[config.mk]
export PLATFORM = sky130hd
export DESIGN_NAME = imm_gen_stage
export DESIGN_NICKNAME = d
export VERILOG_FILES = /design/src/rtl/imm_gen_stage.sv
export SDC_FILE = /design/constraint.sdc
export NUM_CORES = 1
export LEC_CHECK = 0
export BUFFER_PORTS_ARGS = -buffer_cell sky130_fd_sc_hd__buf_2
export CORE_MARGIN = 8
export CORE_UTILIZATION = 30
export CTS_CLUSTER_SIZE = 12
export DETAILED_ROUTE_END_ITERATION = 10
export PLACE_DENSITY = 0.54
export SLEW_MARGIN = 0
export SYNTH_ARGS = -nofsm -noshare
export SYNTH_HDL_FRONTEND = slang
export SYNTH_SLANG_ARGS = --single-unit
export TNS_END_PERCENT = 100
[constraint.sdc]
create_clock -name clk -period 2.79 [get_ports clk]
set_input_delay 0 -clock clk [delete_from_list [all_inputs] [get_ports clk]]
set_output_delay 0 -clock clk [all_outputs]
set_load 0.01 [all_outputs]
[src/rtl/imm_gen_stage.sv]
// Registered RV32I/RV64I immediate generator behind a 2-entry elastic buffer.
// Outputs (valid, ready, head fields) all come straight from flops.
module imm_gen_stage #(
  parameter int XLEN  = 32,
  parameter int TAG_W = 32
) (
  input  logic             clk,
  input  logic             rst,
  input  logic             flush,
  input  logic             in_valid,
  output logic             in_ready,
  input  logic [31:0]      in_inst,
  input  logic [TAG_W-1:0] in_tag,
  output logic             out_valid,
  input  logic             out_ready,
  output logic [XLEN-1:0]  out_imm,
  output logic [2:0]       out_fmt,
  output logic [TAG_W-1:0] out_tag
);

  logic [4:0]      op;
  logic [2:0]      f3;
  logic [XLEN-1:0] dec_imm;
  logic [2:0]      dec_fmt;
  logic            unused_bits;

  assign op          = in_inst[6:2];
  assign f3          = in_inst[14:12];
  assign unused_bits = &{1'b0, in_inst[1:0]};

  always_comb begin
    dec_imm = XLEN'($signed(in_inst[31:20]));
    dec_fmt = 3'd7;
    case (op)
      5'b00100: begin
        if (f3 == 3'b001 || f3 == 3'b101) begin
          dec_fmt      = 3'd5;
          dec_imm      = '0;
          dec_imm[4:0] = in_inst[24:20];
          if (XLEN == 64) dec_imm[5] = in_inst[25];
        end else begin
          dec_fmt = 3'd0;
        end
      end
      5'b00000, 5'b11001: dec_fmt = 3'd0;
      5'b11100: begin
        if (f3[2]) begin
          dec_fmt = 3'd6;
          dec_imm = XLEN'(in_inst[19:15]);
        end else begin
          dec_fmt = 3'd0;
        end
      end
      5'b01000: begin
        dec_fmt = 3'd1;
        dec_imm = XLEN'($signed({in_inst[31:25], in_inst[11:7]}));
      end
      5'b11000: begin
        dec_fmt = 3'd2;
        dec_imm = XLEN'($signed({in_inst[31], in_inst[7], in_inst[30:25], in_inst[11:8], 1'b0}));
      end
      5'b01101, 5'b00101: begin
        dec_fmt = 3'd3;
        dec_imm = XLEN'($signed({in_inst[31:12], 12'b0}));
      end
      5'b11011: begin
        dec_fmt = 3'd4;
        dec_imm = XLEN'($signed({in_inst[31], in_inst[19:12], in_inst[20], in_inst[30:21], 1'b0}));
      end
      default: ;
    endcase
  end

  logic [1:0][XLEN-1:0]  imm_mem_q, imm_mem_d;
  logic [1:0][2:0]       fmt_mem_q, fmt_mem_d;
  logic [1:0][TAG_W-1:0] tag_mem_q, tag_mem_d;
  logic                  wr_ptr_q, wr_ptr_d, rd_ptr_q, rd_ptr_d;
  logic [1:0]            count_q, count_d;
  logic                  in_ready_q, in_ready_d, out_valid_q, out_valid_d;
  logic [XLEN-1:0]       out_imm_q, out_imm_d;
  logic [2:0]            out_fmt_q, out_fmt_d;
  logic [TAG_W-1:0]      out_tag_q, out_tag_d;
  logic                  push, pop;

  assign push = in_valid & in_ready_q & ~flush;
  assign pop  = out_valid_q & out_ready & ~flush;

  always_comb begin
    imm_mem_d = imm_mem_q;
    fmt_mem_d = fmt_mem_q;
    tag_mem_d = tag_mem_q;
    wr_ptr_d  = wr_ptr_q;
    rd_ptr_d  = rd_ptr_q;
    count_d   = count_q + 2'(push) - 2'(pop);
    if (push) begin
      imm_mem_d[wr_ptr_q] = dec_imm;
      fmt_mem_d[wr_ptr_q] = dec_fmt;
      tag_mem_d[wr_ptr_q] = in_tag;
      wr_ptr_d            = ~wr_ptr_q;
    end
    if (pop) rd_ptr_d = ~rd_ptr_q;
    if (flush) begin
      count_d  = 2'd0;
      wr_ptr_d = 1'b0;
      rd_ptr_d = 1'b0;
    end
    in_ready_d  = (count_d != 2'd2);
    out_valid_d = (count_d != 2'd0);
    // Head registers look ahead at the next head so they stay flop outputs.
    out_imm_d   = out_valid_d ? imm_mem_d[rd_ptr_d] : '0;
    out_fmt_d   = out_valid_d ? fmt_mem_d[rd_ptr_d] : 3'd0;
    out_tag_d   = out_valid_d ? tag_mem_d[rd_ptr_d] : '0;
  end

  always_ff @(posedge clk) begin
    if (rst) begin
      imm_mem_q   <= '0;
      fmt_mem_q   <= '0;
      tag_mem_q   <= '0;
      wr_ptr_q    <= 1'b0;
      rd_ptr_q    <= 1'b0;
      count_q     <= 2'd0;
      in_ready_q  <= 1'b1;
      out_valid_q <= 1'b0;
      out_imm_q   <= '0;
      out_fmt_q   <= 3'd0;
      out_tag_q   <= '0;
    end else begin
      imm_mem_q   <= imm_mem_d;
      fmt_mem_q   <= fmt_mem_d;
      tag_mem_q   <= tag_mem_d;
      wr_ptr_q    <= wr_ptr_d;
      rd_ptr_q    <= rd_ptr_d;
      count_q     <= count_d;
      in_ready_q  <= in_ready_d;
      out_valid_q <= out_valid_d;
      out_imm_q   <= out_imm_d;
      out_fmt_q   <= out_fmt_d;
      out_tag_q   <= out_tag_d;
    end
  end

  assign in_ready  = in_ready_q;
  assign out_valid = out_valid_q;
  assign out_imm   = out_imm_q;
  assign out_fmt   = out_fmt_q;
  assign out_tag   = out_tag_q;

endmodule

After elaboration in Yosys (flattened, before gate mapping) --
Index checks and enable logic that the tools add are counted.
Storage, ports and cells: bits of input ports 69, bits in registers 207, output and inout bits 69
Operators by class: eq/ne operators 11, add/sub/neg operators 2, mux-type cells 25, reductions and logical operators 8, bitwise logic cells 8, $lt $le $gt $ge 3
Operators with widths (number):
- $mux 32 | 7
- $pmux 32 s6 | 1
- $bwmux 64 | 2
- $mux 64 | 2
- $demux 32 s1 | 1
- $pmux 3 s7 | 1
- $eq 5x5->1 const B | 4
- $mux 3 | 5
- $eq 5x3->1 const B | 2
- $eq 5x4->1 const B | 2
- $reduce_or 2->1 | 4
- $bwmux 6 | 1
- $mux 6 | 1
- $logic_not 5->1 | 1
- $and 1x1->1 | 4
- $lt 1x2->1 const B | 2
- $not 1->1 | 4
- $demux 3 s1 | 1
- $eq 3x1->1 const B | 1
- $eq 3x3->1 const B | 1
- $add 2x1->2 | 1
- $mux 1 | 2
- $mux 2 | 1
- $ne 2x2->1 const B | 1
- 5 further kinds | 5

Longest topological paths before layout --
depth in word-level cells 8, depth in mapped cells 14

Least setup slack after synthesis --
No wires, ideal clock.
path type register -> register, from register in_ready_q, in the netlist in_ready, to register out_imm_q[20], in the netlist out_imm[20], stages on the path, launching flop included 14, period minus slack after synthesis 2752 ps, arrival time 2621 ps, path buffers 3, path slack 38 ps, cells stage by stage dfxtp_1 -> and3b_1 -> inv_2 -> buf_2 -> buf_1 -> ha_1 -> inv_1 -> ha_1 -> xnor2_1 -> xnor2_1 -> o21ai_1 -> buf_2 -> a21oi_4 -> a2bb2oi_2
Between the ends: word-level cells in the longest chain between the ends 8, elaborated cells on any way between the ends 11, those cells by class add/sub: 2; mux: 4; bitwise: 3; reduce/logical: 2
RTL lines:
- start: declaration | RTL line 79 | logic in_ready_q, in_ready_d, out_valid_q, out_valid_d;
- start signal: assignment | RTL line 135 | in_ready_q <= in_ready_d;
- $and 1x1->1 * (2 in a row) | RTL line 85 | assign push = in_valid & in_ready_q & ~flush;
- $add 2x1->2 | RTL line 94 | count_d = count_q + 2'(push) - 2'(pop);
- $sub 2x1->2 | RTL line 94
- $mux 2 | RTL line 102 | if (flush) begin
- $reduce_bool 2->1 | RTL line 108 | out_valid_d = (count_d != 2'd0);
- $not 1->1 (no line)
- $reduce_or 2->1 (no line)
- end signal: assignment | RTL line 137 | out_imm_q <= out_imm_d;
- end: declaration | RTL line 80 | logic [XLEN-1:0] out_imm_q, out_imm_d;
Every way passes the cells marked *; elsewhere a longest branch is shown, timed or not. The select of a mux whose other input is x is not followed. A chain may end at the register's enable or synchronous reset.

Worst setup path after layout --
from register out_valid_q, in the netlist out_valid, to register out_tag_q[26], in the netlist out_tag[26]
Between the ends: word-level cells in the longest chain between the ends 7, elaborated cells on any way between the ends 11, those cells by class add/sub: 1; mux: 5; bitwise: 3; reduce/logical: 2
RTL lines:
- start: declaration | RTL line 79
- start signal: assignment | RTL line 136 | out_valid_q <= out_valid_d;
- $and 1x1->1 * (2 in a row) | RTL line 86 | assign pop = out_valid_q & out_ready & ~flush;
- $sub 2x1->2 | RTL line 94
- $mux 2 | RTL line 102
- $reduce_bool 2->1 | RTL line 108
- $not 1->1 (no line)
- $reduce_or 2->1 (no line)
- end signal: assignment | RTL line 139 | out_tag_q <= out_tag_d;
- end: declaration | RTL line 82 | logic [TAG_W-1:0] out_tag_q, out_tag_d;
Marked as above.

==> key figures <==
Job
  • Max_cap viols: 0

STA
  • Setup Skew: 20.4 ps
  • Final min period: between 2000 and 2500 ps
  • PnR worst setup slack: approximately 330 ps
  • Max Fclk: between 400 and 500 MHz
  • Final worst-path cycle share: 0.882
  • Hold_ws: 45.7 ps
  • Final hold viol count: 0
  • Final setup violating endpoints: 0
  • Slew Limit Fails: 0
  • Final setup TNS: 0 ps
  • Slew @ Worst Pin: 1140 ps
  • RSZ-0062 raised after global routing: no
  • Slew HR: 0.238

Clock tree
  • Post_cts resized: 0
  • Root buffer cell: clkbuf_16
  • CTS tree: done
  • Skew-Pair Late Insertion Delay: 520 ps
  • CTS buffer count: 25
  • H-tree depth: 1
  • Clock buffer depth: 3
  • Sink Count: 207
  • Worst-path clk slew: 60 ps

Detailed routing
  • Final wirelength: 28.8 mm
  • Routed Antenna Nets: 0
  • Detailed Route Iter0 Violations: 498
  • DR vias: 8606
  • Via/cell ratio: 5.10
  • Drt pass-1 iters: 4
  • DR DRC count: 0
  • Routed len/inst: roughly 17 um

Placed design
  • DP Area: 0.0102 sq mm
  • DP Wirelength: 17.2 mm
  • DP Worst Slack: ~320 ps
  • RD Place Congestion: 0.785
  • Inst Count DP: 1583
  • I/O Buffers: roughly 140

Min path
  • Worst hold path depth: 5
  • Hold_sp: in_inst[8]
  • Min-Delay Endpoint: imm_mem_q[33]
  • Hold WC Path Type: in2reg

Die
  • Die height: 191 um
  • Die area: 0.0365 sq mm
  • Number of core rows: 64
  • Starting Density: 0.302
  • Die width: 191 um
  • Io pins: 138
  • Core area: 0.0304 sq mm

Logic synthesis
  • Synthesized flop and latch total: 207
  • Post-synth top area cell: dfxtp_1
  • Post-synth EDFFs: 0
  • Most frequent cell after synthesis: dfxtp_1
  • Synth Area per Inst: 8.13 sq um
  • Synth cell count leaders: 207 x dfxtp_1, 195 x nand2_1, 140 x nor2_1
  • Synth area leaders: dfxtp_1 45%, nand2_1 8.0%, a21oi_1 7.6%
  • Post-synth ARST share: 0
  • Synth Instances: 1132
  • Cell variety after synth: 64
  • Syn_nets: 1203
  • Post-synth top area share: 0.450
  • YS warnings: 0
  • Post-synthesis sequential area ratio: 0.450
  • Post-Syn Area: roughly 0.009 sq mm
  • Top FF cell, synth: dfxtp_1

Cells and area
  • Cell area after layout: 0.0116 sq mm
  • N_diodes: 0
  • Nets: between 1k and 1.5k
  • Area Growth Syn to Fin: 25.6%
  • Layout cells sized above 1: 0.187
  • Post-Layout Cell Count: 1686
  • Final core utilization: 0.380

Setup path
  • CP Data Required Time: approximately 3200 ps
  • R2R Path Start: out_valid
  • Crit-path cells: nand2_1, xor2_1, or2_4, nor2_2, buf_4, a22o_1, o211a_1
  • WP data arrival: 2900 ps
  • Slowest cell on crit path: nor2_2
  • Cells on worst reg2reg path: 7
  • R2R Setup Slk: 330 ps
  • Worst setup SP type: flip-flop
  • CP Class: reg2reg
  • Highest net fanout along the worst path: 21
  • Crit path buf inv count: 1
  • R2R Path End: out_tag[26]
  • Top delay family on crit path: simple AND/OR/NAND/NOR gates
  • Nature of the critical path endpoint: flip-flop
  • Crit-path max cell delay: 860 ps

Global route
  • Total global routing overflow: 0
  • Initial antenna violation count: 0
  • First-pass GRT wire length: 45.8 mm
  • Gr usage total: 0.153
  • Number of global-route vias before repair: 8421
  • Largest net degree at the start of global routing: 137

Power
  • P_leak: 4.66 nW
  • PnR Total Power: 6.96 mW
  • Maximum VDD drop: 0.388 mV
  • Pwr/cell area: 603 mW/mm^2

Status
  • Status: finished, final reports clean
worst reg2reg max path, cell delays in order (launching register included):
cell	delay, ps
dfxtp_1	320
nand2_1	80
xor2_1	190
or2_4	260
nor2_2	860
buf_4	370
a22o_1	150
o211a_1	170
metal layers:
layer  vias up  wire length, um  track usage
met1      4082            13100        0.198
met2       200            13500        0.257
li1       4275                -            -
met5         -                0            0
met4         0              684       0.0488
met3        49             1480       0.0246
report_power, final:
| group | leakage [nW] | switching, mW | internal (mW) |
|---|---|---|---|
| Combinational | 2.58 | 0.453 | 0.287 |
| Sequential | 1.68 | 0.0363 | 3.05 |
| Clock | 0.398 | 1.28 | 1.85 |
| Total | 4.66 | 1.77 | 5.19 |
worst max path at each step:
stage	startpoint	to	slack [ps]	cells past startpoint
after floorplan	in_ready	out_imm[20]	40	13
after global placement	out_valid	out_tag[18]	350	7
after detailed placement	out_valid	out_tag[28]	320	7
after CTS	out_valid	out_tag[26]	290	7
after global routing	out_valid	out_tag[26]	120	7
final	out_valid	out_tag[26]	330	7
cell families after synthesis:
| family | count (synthesis) | synth area share |
|---|---|---|
| fa+ha+maj | 2 | 0.00272 |
| compound gates | 359 | 0.276 |
| simple gates | 447 | 0.211 |
| mux | 3 | 0.00340 |
| buf+inv | 110 | 0.0530 |
| flops | 207 | 0.450 |
| xor+xnor | 4 | 0.00381 |
layout make-up:
type	instances	area, sq um
fill	3151	18900
multi-input combinational	815	4610
sequential	207	4140
timing repair buffer	216	1490
clock buffer	34	699
tap	396	495
clock inverter	12	98.8
inverter	6	22.5
sequential cells by signal, indices dropped and copies added, names as in the netlist:
register	count
imm_mem_q	64
out_imm	32
rd_ptr_q	1
out_tag	32
fmt_mem_q	6
wr_ptr_q	1
out_valid	1
out_fmt	3
tag_mem_q	64
in_ready	1
count_q	2
cell usage in the layout (no fill, tap or decap), drive strengths merged, types with 3 or more instances in the layout:
| cell | n |
|---|---|
| a311oi | 30 |
| and2 | 19 |
| o211a | 32 |
| a22oi | 3 |
| a22o | 32 |
| nand2 | 195 |
| a21oi | 140 |
| a211oi | 18 |
| or3 | 8 |
| inv | 8 |
| o32ai | 6 |
| a2bb2oi | 9 |
| nor2 | 141 |
| clkbuf | 34 |
| a31oi | 19 |
| clkinv | 8 |
| o21ai | 48 |
| nand3 | 6 |
| o21a | 9 |
| xnor2 | 3 |
| dfxtp | 207 |
| nor3 | 59 |
| a221o | 4 |
| buf | 159 |
| nand2b | 3 |
| o41ai | 3 |
| dlygate4sd3 | 57 |
timing repair:
action,CTS,global route
hold buffers,57,0
setup endpoints to repair,0,0
endpoints found under the hold margin,165,0
setup buffers,0,0
Power figures use the tool's default switching activity.
